--- config.mk ---
export PLATFORM = sky130hd
export DESIGN_NAME = alu_ctr_seq_flat
export DESIGN_NICKNAME = d
export VERILOG_FILES = /design/src/rtl/alu_ctr_seq_if.sv /design/src/rtl/alu_ctr_seq.sv /design/src/flat_wrapper.sv
export SDC_FILE = /design/constraint.sdc
export NUM_CORES = 1
export LEC_CHECK = 0
export ABC_AREA = 0
export BUFFER_PORTS_ARGS = -buffer_cell sky130_fd_sc_hd__buf_2
export CAP_MARGIN = 20
export CORE_UTILIZATION = 53
export CTS_BUF_LIST = sky130_fd_sc_hd__clkbuf_2 sky130_fd_sc_hd__clkbuf_4 sky130_fd_sc_hd__clkbuf_8
export DETAILED_ROUTE_END_ITERATION = 10
export HOLD_SLACK_MARGIN = 0.05
export PLACE_DENSITY_LB_ADDON = 0.1
export SETUP_SLACK_MARGIN = 0.05
export SLEW_MARGIN = 20
export SYNTH_ARGS = -nofsm -noshare
export SYNTH_HDL_FRONTEND = slang
export SYNTH_SLANG_ARGS = --single-unit
--- constraint.sdc ---
create_clock -name clk -period 1.9 [get_ports clk]
set_input_delay 0.285 -clock clk [delete_from_list [all_inputs] [get_ports clk]]
set_output_delay 0.285 -clock clk [all_outputs]
set_load 0.02 [all_outputs]
--- src/rtl/alu_ctr_seq_if.sv ---
// Request/result handshake bundle for the ALU control sequencer.
// The requester drives the master side; alu_ctr_seq sits on the slave side.
interface alu_ctr_seq_if #(
  parameter int ALUOP_W = 3,
  parameter int FUNC_W  = 5
);
  logic               in_valid;
  logic               in_ready;
  logic [ALUOP_W-1:0] ALUop;
  logic [FUNC_W-1:0]  func;
  logic               out_valid;
  logic               out_ready;
  logic [2:0]         ctr;
  logic               illegal;
  logic               multi;

  modport master (
    output in_valid, ALUop, func, out_ready,
    input  in_ready, out_valid, ctr, illegal, multi
  );

  modport slave (
    input  in_valid, ALUop, func, out_ready,
    output in_ready, out_valid, ctr, illegal, multi
  );
endinterface

--- src/rtl/alu_ctr_seq.sv ---
// ALU control decoder with a valid/ready handshake, multi-cycle op sequencing
// and a saturating counter of accepted illegal requests.
module alu_ctr_seq #(
  parameter int         ALUOP_W = 3,
  parameter int         FUNC_W  = 5,
  parameter logic [7:0] MC_MASK = 8'b0011_0000,
  parameter int         MC_LAT  = 4,
  parameter int         CNT_W   = 8
) (
  input  logic             clk,
  input  logic             rst,
  alu_ctr_seq_if.slave     bus,
  output logic             busy,
  output logic [CNT_W-1:0] illegal_cnt
);

  localparam int LAT_W = $clog2(MC_LAT + 1);

  typedef enum logic [1:0] {
    IDLE = 2'b00,
    EXEC = 2'b01,
    DONE = 2'b10
  } state_t;

  state_t             state_r;
  state_t             state_nx_s;
  logic [LAT_W-1:0]   cnt_r;
  logic [2:0]         ctr_r;
  logic               illegal_r;
  logic               multi_r;
  logic [CNT_W-1:0]   illegal_cnt_r;
  logic [ALUOP_W-1:0] aluop_s;
  logic [FUNC_W-1:0]  func_s;
  logic [3:0]         dec_s;
  logic               mc_s;
  logic               in_ready_s;
  logic               accept_s;

  // Returns {legal, ctr}; any undecodable request maps to {0, 000}.
  function automatic logic [3:0] decode(input logic [ALUOP_W-1:0] op,
                                        input logic [FUNC_W-1:0]  fn);
    logic [3:0] r;
    r = 4'b0000;
    if ((op >> 3) != {ALUOP_W{1'b0}}) begin
      r = 4'b0000;
    end else begin
      case (op[2:0])
        3'b000: begin
          if ((fn >> 5) != {FUNC_W{1'b0}}) begin
            r = 4'b0000;
          end else begin
            case (fn[4:0])
              5'b11111: r = 4'b1000;
              5'b11110: r = 4'b1001;
              5'b11100: r = 4'b1011;
              5'b11101: r = 4'b1010;
              5'b11000: r = 4'b1111;
              5'b11011: r = 4'b1100;
              5'b11010: r = 4'b1101;
              5'b10000: r = 4'b1110;
              default:  r = 4'b0000;
            endcase
          end
        end
        3'b001:  r = 4'b1000;
        3'b010:  r = 4'b1011;
        3'b011:  r = 4'b1010;
        3'b100:  r = 4'b1000;
        3'b101:  r = 4'b1000;
        3'b110:  r = 4'b1110;
        3'b111:  r = 4'b1110;
        default: r = 4'b0000;
      endcase
    end
    return r;
  endfunction

  assign aluop_s    = bus.ALUop;
  assign func_s     = bus.func;
  assign dec_s      = decode(aluop_s, func_s);
  assign mc_s       = dec_s[3] & MC_MASK[dec_s[2:0]];
  assign in_ready_s = (state_r == IDLE) | ((state_r == DONE) & bus.out_ready);
  assign accept_s   = bus.in_valid & in_ready_s;

  // Next-state selection; a DONE handoff may chain straight into a new request.
  always_comb begin
    state_nx_s = state_r;
    case (state_r)
      IDLE: begin
        if (accept_s) begin
          state_nx_s = mc_s ? EXEC : DONE;
        end else begin
          state_nx_s = IDLE;
        end
      end
      EXEC: begin
        if (cnt_r == {LAT_W{1'b0}}) begin
          state_nx_s = DONE;
        end else begin
          state_nx_s = EXEC;
        end
      end
      DONE: begin
        if (!bus.out_ready) begin
          state_nx_s = DONE;
        end else if (accept_s) begin
          state_nx_s = mc_s ? EXEC : DONE;
        end else begin
          state_nx_s = IDLE;
        end
      end
      default: state_nx_s = IDLE;
    endcase
  end

  // State, latency counter, result registers and illegal counter.
  always_ff @(posedge clk) begin
    if (rst) begin
      state_r       <= IDLE;
      cnt_r         <= {LAT_W{1'b0}};
      ctr_r         <= 3'b000;
      illegal_r     <= 1'b0;
      multi_r       <= 1'b0;
      illegal_cnt_r <= {CNT_W{1'b0}};
    end else begin
      state_r <= state_nx_s;
      if (accept_s) begin
        ctr_r     <= dec_s[2:0];
        illegal_r <= ~dec_s[3];
        multi_r   <= mc_s;
        cnt_r     <= mc_s ? LAT_W'(MC_LAT - 2) : {LAT_W{1'b0}};
        if (!dec_s[3] && (illegal_cnt_r != {CNT_W{1'b1}})) begin
          illegal_cnt_r <= illegal_cnt_r + CNT_W'(1);
        end
      end else if ((state_r == EXEC) && (cnt_r != {LAT_W{1'b0}})) begin
        cnt_r <= cnt_r - LAT_W'(1);
      end
    end
  end

  assign bus.in_ready  = in_ready_s;
  assign bus.out_valid = (state_r == DONE);
  assign bus.ctr       = ctr_r;
  assign bus.illegal   = illegal_r;
  assign bus.multi     = multi_r;
  assign busy          = (state_r == EXEC);
  assign illegal_cnt   = illegal_cnt_r;

endmodule

--- src/flat_wrapper.sv ---
// flat-port wrapper written by rule: the top's interface ports become plain ports
module alu_ctr_seq_flat 
#(
  parameter int         ALUOP_W = 3,
  parameter int         FUNC_W  = 5,
  parameter logic [7:0] MC_MASK = 8'b0011_0000,
  parameter int         MC_LAT  = 4,
  parameter int         CNT_W   = 8
)
  (clk, rst, busy, illegal_cnt, bus_in_valid, bus_ALUop, bus_func, bus_out_ready, bus_in_ready, bus_out_valid, bus_ctr, bus_illegal, bus_multi);
  alu_ctr_seq_if #(.ALUOP_W(ALUOP_W), .FUNC_W(FUNC_W)) bus_i ();
  input  logic clk;
  input  logic rst;
  output logic busy;
  output logic [CNT_W-1:0] illegal_cnt;
  input wire logic [$bits(bus_i.in_valid)-1:0] bus_in_valid;
  input wire logic [$bits(bus_i.ALUop)-1:0] bus_ALUop;
  input wire logic [$bits(bus_i.func)-1:0] bus_func;
  input wire logic [$bits(bus_i.out_ready)-1:0] bus_out_ready;
  output wire logic [$bits(bus_i.in_ready)-1:0] bus_in_ready;
  output wire logic [$bits(bus_i.out_valid)-1:0] bus_out_valid;
  output wire logic [$bits(bus_i.ctr)-1:0] bus_ctr;
  output wire logic [$bits(bus_i.illegal)-1:0] bus_illegal;
  output wire logic [$bits(bus_i.multi)-1:0] bus_multi;
  assign bus_i.in_valid = bus_in_valid;
  assign bus_i.ALUop = bus_ALUop;
  assign bus_i.func = bus_func;
  assign bus_i.out_ready = bus_out_ready;
  assign bus_in_ready = bus_i.in_ready;
  assign bus_out_valid = bus_i.out_valid;
  assign bus_ctr = bus_i.ctr;
  assign bus_illegal = bus_i.illegal;
  assign bus_multi = bus_i.multi;
  alu_ctr_seq #(.ALUOP_W(ALUOP_W), .FUNC_W(FUNC_W), .MC_MASK(MC_MASK), .MC_LAT(MC_LAT), .CNT_W(CNT_W)) u_core (.clk(clk), .rst(rst), .bus(bus_i), .busy(busy), .illegal_cnt(illegal_cnt));
endmodule
# == Yosys cells after proc, flatten, opt, wreduce, memory -nomap -nowiden ==
# Memories as Yosys holds them, arrays and structs flattened.
# Index checks and enable logic that the tools add are counted.
# word_totals
ff_bits,18
romBits,136
output_inout_bits,16
memories,2
# classes
add_sub_neg,2
order_cmp,1
n_eq_ne,10
n_mux,10
bitwise_logic,5
n_reduce_logical,11
# memory_table
memory,depth,word_bits,read_ports,rd_ports_with_merged_regs,wr,line_no,text
(no name shown),32,4,1,0,0,alu_ctr_seq.sv:52,case (fn[4:0])
(no name shown),8,1,1,0,0,alu_ctr_seq.sv:81,assign mc_s = dec_s[3] & MC_MASK[dec_s[2:0]];
# op_table
op,count
$pmux 4 s5,1
$eq 3x3->1 const B,4
$mux 2,5
$add 8x1->8 const B,1
$ne 8x8->1 const B,1
$eq 3x2->1 const B,2
$logic_not 3->1,2
$mux 3,2
$pmux 2 s3,1
$lt 3x4->1 const B,1
$and 1x1->1,3
$eq 3x1->1 const B,1
$reduce_bool 3->1,1
$reduce_or 3->1,1
$sub 3x1->3 const B,1
$eq 2x1->1 const B,1
$eq 2x2->1 const B,1
$logic_and 1x1->1,2
$logic_not 2->1,1
$reduce_and 2->1,1
$reduce_bool 2->1,1
$reduce_or 2->1,1
$logic_not 1->1,1
$mux 1,1
other kinds (2),2

# == Longest topological paths before layout ==
# Gate-level depths: netlist of run 1.
# depth
ltp_word,10
depth_mapped,6

# == Worst setup path after synthesis of run 1 ==
# OpenSTA, ideal clock, no wires.
# synth_timing
path_kind,register to register
startpoint,reg u_core.state_r[0]
endpoint,reg u_core.cnt_r[1]
setup_time_ps,71
arrival_time_ps,1489
required_ps,1829
slack_ps,341
path_stages_with_launch,6
period_less_slack_ps,1559
path_cell_list,dfxtp_1 buf_2 nor2b_1 a21oi_1 a311o_1 a21oi_1
# synth_between
word_cells_on_any_way,9
classes_between,eq/ne: 2; mux: 1; bitwise: 3; reduce/logical: 3
# synth_lines
item,line_no,text
start: declaration,alu_ctr_seq.sv:25,state_t state_r;
start signal: assignment,alu_ctr_seq.sv:126,state_r <= state_nx_s;
$eq 2x1->1,n/a,
via busy,flat_wrapper.sv:14,output logic busy;
$logic_and 1x1->1,alu_ctr_seq.sv:135,end else if ((state_r == EXEC) && (cnt_r != {LAT_W{1'b0}})) begin
$reduce_bool 2->1 (no line),n/a,
end signal: assignment,alu_ctr_seq.sv:120,cnt_r <= {LAT_W{1'b0}};
end signal: assignment,alu_ctr_seq.sv:131,cnt_r <= mc_s ? LAT_W'(MC_LAT - 2) : {LAT_W{1'b0}};
end signal: assignment,alu_ctr_seq.sv:136,cnt_r <= cnt_r - LAT_W'(1);
end: declaration,alu_ctr_seq.sv:27,logic [LAT_W-1:0] cnt_r;
# The timed path passes the listed nets, and every way through them passes these cells.
# A chain may end at the register's enable or synchronous reset.

# == Worst setup path in the final report of run 1 ==
# layout_timing
startpoint,reg u_core.state_r[0]
endpoint,out busy
# layout_between
elab_chain_len,1
# layout_rtl
item,line_no,text
$eq 2x1->1,alu_ctr_seq.sv:146,assign busy = (state_r == EXEC);
end: declaration,flat_wrapper.sv:14,
# No other way between the ends.

==> out/metrics.csv, run 1 <==
metric;value;unit
RSZ-0062 raised after global routing;false;
Top FF cell, synth;dfxtp_1;
P&R area growth vs syn;18.6;%
drc violations;0;
final wirelength;2170;um
first-pass GRT wire length;3620;um
XOR/XNOR share of the synthesized area;0.0174;
Critical Path RT;1.62;ns
Slowest cell on crit path;dfxtp_1;
setup TNS;0;ns
WL/cell;12.3;um
Setup CP Type;reg -> out;
CP Max Fanout;8;
post-CTS setup buffer count;0;
setup violators final;0;
Worst-Margin Slew;0.388;ns
Core ar.;0.00176;sq mm
Clk Latency, worst-skew pair;0.29;ns
Hold Path Class;in -> reg;
leak pwr;0.511;nW
die area;0.00208;sq mm
cells along the critical path;buf_4, nor2b_1, buf_2;
Synth Instances;123;
mux cell area share after synthesis;0.0658;
Post-CTS Resized;0;
fin crit share;0.855;
CP Data Arrival Time;1.34;ns
largest net degree at the start of global routing;25;
Crit path max-delay family;buffers and inverters;
fraction of registers with async set/reset;0;
hold_buf cts;0;
clock slew at reported path FFs;0.10;ns
all-layer global routing usage;0.240;
syn avg cell area;8.20;sq um
outcome;finished, final reports clean;
max-slew violation count;0;
Core Util, Final;0.678;
Std-Cell Rows;15;
post-synthesis register bit count;18;
slowest stage delay, CP;0.36;ns
fin area;0.00120;sq mm
sequential share of the synthesized area;0.357;
first drt pass iteration count;4;
die extent in y;45.6;um
initial core utilization;0.572;
Compound-Gate Fraction of Synth Area;0.138;
startpoint types;flop;
DR vias;977;
Yosys warnings;0;
vias in the first global route;830;
TritonCTS buffer count;3;
layout cells sized above 1;0.258;
internal reg-to-reg setup slack;0.31;ns
CTS tree;built;
via-per-instance ratio;5.55;
critical path capture point type;output port;
initial drt markers;23;
Root Driver;clkbuf_4;
Cell Pwr Density;560;mW/mm^2
Port-buffer cells;27;
n_diodes;0;
Adder-Cell Fraction of Synth Area;0.0372;
VDD IR-drop max;0.295;mV
# nets final;168;
clk buf depth;2;
DPL Wire Length;1650;um
post-synthesis simple-gate area fraction;0.354;
Highest Clock Rate;0.615;GHz
Post-synth EDFFs;0;
crit path time final;1.62;ns
crit path buf inv count;2;
main combinational cell family by area after synthesis;simple AND/OR/NAND/NOR gates;
final hold viol count;0;
Unique masters post-synth;37;
initial antenna violation count;0;
Post-Syn Area;0.00101;sq mm
I/O pins;28;
die width;45.6;um
ANT nets after route;0;
total grt overflow;0;
Net Count, Synth;138;
GP Congestion;0.807;
# H-tree levels;1;
clock skew;0.00528;ns
clock sink total;18;
Max-slew headroom;0.739;
# fillers;174;
placed instance area;0.00117;sq mm
MaxCap Viol Count;0;
-- layout by cell type, fill, tap and decap left out, types with 2 or more instances in the layout --
master and instances:
buf_2 27, dfxtp_1 18, nor2_1 13, nor2b_1 10
nand2_1 10, nor3_1 8, nand3_1 8, a21oi_1 6
mux2_2 5, inv_1 4, nand2b_1 4, and3_1 4
a211oi_1 3, ha_1 3, clkbuf_4 3, a31oi_1 2
nor4_1 2, buf_4 2
-- synth_stat cells, drive strengths merged (2+ instances only) --
| master | number | area, sq um |
|---|---|---|
| a211oi | 3 | 22.5 |
| ha | 3 | 37.5 |
| a31oi | 2 | 12.5 |
| nor4 | 3 | 25.0 |
| nor3 | 8 | 40.0 |
| and3 | 5 | 36.3 |
| nand2 | 10 | 37.5 |
| buf | 2 | 8.75 |
| clkbuf | 2 | 7.51 |
| nor2 | 13 | 48.8 |
| mux2 | 5 | 56.3 |
| nand2b | 4 | 25.0 |
| dfxtp | 18 | 360 |
| a21oi | 6 | 30.0 |
| inv | 4 | 15.0 |
| nor2b | 10 | 62.6 |
| nand3 | 8 | 40.0 |
-- state kept, by name, summed over array words and instances, names as in the netlist --
register            count
u_core.illegal_cnt      8
u_core.bus.ctr          3
u_core.cnt_r            3
u_core.state_r          2
u_core.bus.illegal      1
u_core.bus.multi        1
-- through the flow --
step / hold WS, ns / std cells / total power [W] / setup slack [ns]
3_3_place_gp: 0.442 / 173 / 0.000483 / 0.215
6_report: 0.255 / 176 / 0.000670 / 0.275
4_1_cts: 0.248 / 176 / 0.000673 / 0.273
3_5_place_dp: 0.454 / 173 / 0.000486 / 0.180
2_1_floorplan: 0.428 / 123 / 0.000449 / 0.341
5_1_grt: 0.249 / 176 / 0.000707 / 0.164
-- area by class of cell --
class                   count  area [sq um]  share of cell area
clock buffers               3          22.5              0.0188
inverters                   4          15.0              0.0126
repair buffers             29           150               0.126
well taps                  25          31.3              0.0262
multi-input cells          97           617               0.516
flip-flops and latches     18           360               0.301
-- per-layer routing --
layer / part of all wire / GRT usage / vias up
li1: - / - / 503
met1: 0.49 / 0.328 / 435
met2: 0.45 / 0.377 / 37
met3: 0.054 / 0.0357 / 2
met4: 0.0083 / 0.0909 / 0
met5: 0 / 0 / -
-- tightest hold or removal path, cell delays in order --
cell,delay (ns)
buf_2,0.11
nand2_1,0.05
a211oi_1,0.06
-- report_power, final --
part,internal [W],switching [W]
sequential,0.000384,0.00000443
clock,0.0000738,0.000119
combinational,0.0000344,0.0000544
total,0.000492,0.000178
-- logic make-up (layout without fill, tap and decap cells) --
group,Yosys count,count (layout)
compound gates,20,20
xor+xnor,2,2
fa+ha+maj,3,3
buf+inv,8,36
flops,18,18
mux,6,6
simple gates,66,66
-- final timing paths --
check / startpoint / end / depth (start not counted)
worst max-delay path: u_core.state_r[0] / busy / 3
worst min register to register: u_core.bus.multi / u_core.bus.multi / 2
worst min-delay path: bus_in_valid / u_core.state_r[1] / 3
worst max register to register: u_core.illegal_cnt[0] / u_core.illegal_cnt[0] / 5
Note: power is estimated with default switching activity, not from simulation.
==> run 2, diff against run 1 <==
--- a/config.mk
+++ b/config.mk
@@ -6,7 +6,7 @@
 export NUM_CORES = 1
 export LEC_CHECK = 0
 export ABC_AREA = 0
-export BUFFER_PORTS_ARGS = -buffer_cell sky130_fd_sc_hd__buf_2
+export BUFFER_PORTS_ARGS = -buffer_cell sky130_fd_sc_hd__buf_4
 export CAP_MARGIN = 20
 export CORE_UTILIZATION = 53
 export CTS_BUF_LIST = sky130_fd_sc_hd__clkbuf_2 sky130_fd_sc_hd__clkbuf_4 sky130_fd_sc_hd__clkbuf_8
==> run 2 against run 1 <==
Compared with the run above: first-iteration DRC count up 26%; core utilization up 3.4 points; die area unchanged; maximum frequency down 0.67%; setup slack worse by 0.011 ns; critical endpoint is now u_core.illegal_cnt[0]; largest power group unchanged.
==> out/metrics.csv, run 2 (synthesized netlist as in run 1, its figures left out) <==
metric;value;unit
most frequent cells in the layout;buf_4 (28), dfxtp_1 (18), nor2_1 (13), nor2b_1 (10), nand2_1 (10);
hold_buf cts;0;
die area;0.00208;sq mm
Core ar.;0.00176;sq mm
DR vias;984;
die extent in y;45.6;um
via-per-instance ratio;5.62;
clock slew at reported path FFs;0.10;ns
metal3 WL;139;um
critical path capture point type;flop;
total grt overflow;0;
MaxCap Viol Count;0;
final wirelength;2320;um
DPL Wire Length;1750;um
Hold Path Class;in -> reg;
# nets final;167;
setup TNS;0;ns
CP Data Arrival Time;1.82;ns
initial antenna violation count;0;
vias in the first global route;890;
leak pwr;0.517;nW
GP Congestion;0.779;
layout cells sized above 1;0.253;
Largest register FFs;8;
fin crit share;0.861;
Root Driver;clkbuf_4;
Cell Pwr Density;539;mW/mm^2
# H-tree levels;1;
Port-buffer cells;27;
DR WL met2;1070;um
Highest Clock Rate;0.611;GHz
all-layer global routing usage;0.241;
first drt pass iteration count;4;
outcome;finished, final reports clean;
RSZ-0062 raised after global routing;false;
CP Max Fanout;6;
TritonCTS buffer count;3;
WL/cell;13.3;um
P&R area growth vs syn;24.6;%
initial core utilization;0.572;
Clk Latency, worst-skew pair;0.30;ns
Setup CP Type;reg -> reg;
n_diodes;0;
Critical Path RT;2.09;ns
Core Util, Final;0.712;
clock skew;0.00560;ns
ANT nets after route;0;
clk buf depth;2;
initial drt markers;29;
largest net degree at the start of global routing;25;
clock sink total;18;
startpoint types;flop;
most common cell after layout, fill and taps aside;buf_4;
final hold viol count;0;
drc violations;0;
met1 WL;1050;um
die width;45.6;um
crit path time final;1.64;ns
Std-Cell Rows;15;
I/O pins;28;
setup violators final;0;
Worst-Margin Slew;0.401;ns
CTS tree;built;
VDD IR-drop max;0.395;mV
max layer used;met4;
post-CTS setup buffer count;0;
Max-slew headroom;0.731;
max-slew violation count;0;
# fillers;159;
first-pass GRT wire length;3590;um
Post-CTS Resized;0;
[run 2: metrics by stage]
step / worst slack [ns] / std cells / total power, W / hold WS, ns / cell area (sq um)
finish: 0.264 / 175 / 0.000677 / 0.246 / 1260
global route: 0.122 / 175 / 0.000709 / 0.250 / 1260
CTS: 0.244 / 175 / 0.000681 / 0.244 / 1260
detailed placement: 0.122 / 172 / 0.000496 / 0.452 / 1230
global placement: 0.215 / 172 / 0.000493 / 0.446 / 1230
floorplan: 0.341 / 123 / 0.000449 / 0.428 / 1010
[run 2: metal layers]
metal | global-route usage | vias up
li1 | - | 500
met1 | 0.282 | 443
met2 | 0.411 | 32
met3 | 0.0476 | 9
met4 | 0.127 | 0
met5 | 0 | -
[run 2: worst max-delay path, cell delays in order, from the launching register on]
cell,delay (ns)
dfxtp_1,0.36
ha_1,0.26
nand3_1,0.10
nor2_1,0.10
nor3_1,0.34
mux2_2,0.38
[run 2: layout make-up]
cell class,instances,area [sq um],share of cell area
timing repair buffer,28,210,0.167
sequential,18,360,0.287
tap,25,31.3,0.0249
clock buffer,3,22.5,0.0179
multi-input combinational,97,617,0.491
inverter,4,15.0,0.0120
[run 2: worst paths after layout]
kind                               from                    end  slack [ns]  cells past startpoint
setup / recovery  u_core.illegal_cnt[0]  u_core.illegal_cnt[0]        0.26                      5
hold / removal             bus_in_valid      u_core.state_r[1]        0.25                      3
setup reg to reg  u_core.illegal_cnt[0]  u_core.illegal_cnt[0]        0.26                      5
hold reg to reg       u_core.bus.ctr[0]      u_core.bus.ctr[0]        0.46                      2
[run 2: where the power goes]
group          switching [W]  internal, W
clock               0.000115    0.0000739
sequential        0.00000492     0.000384
combinational      0.0000553    0.0000438
total               0.000175     0.000501
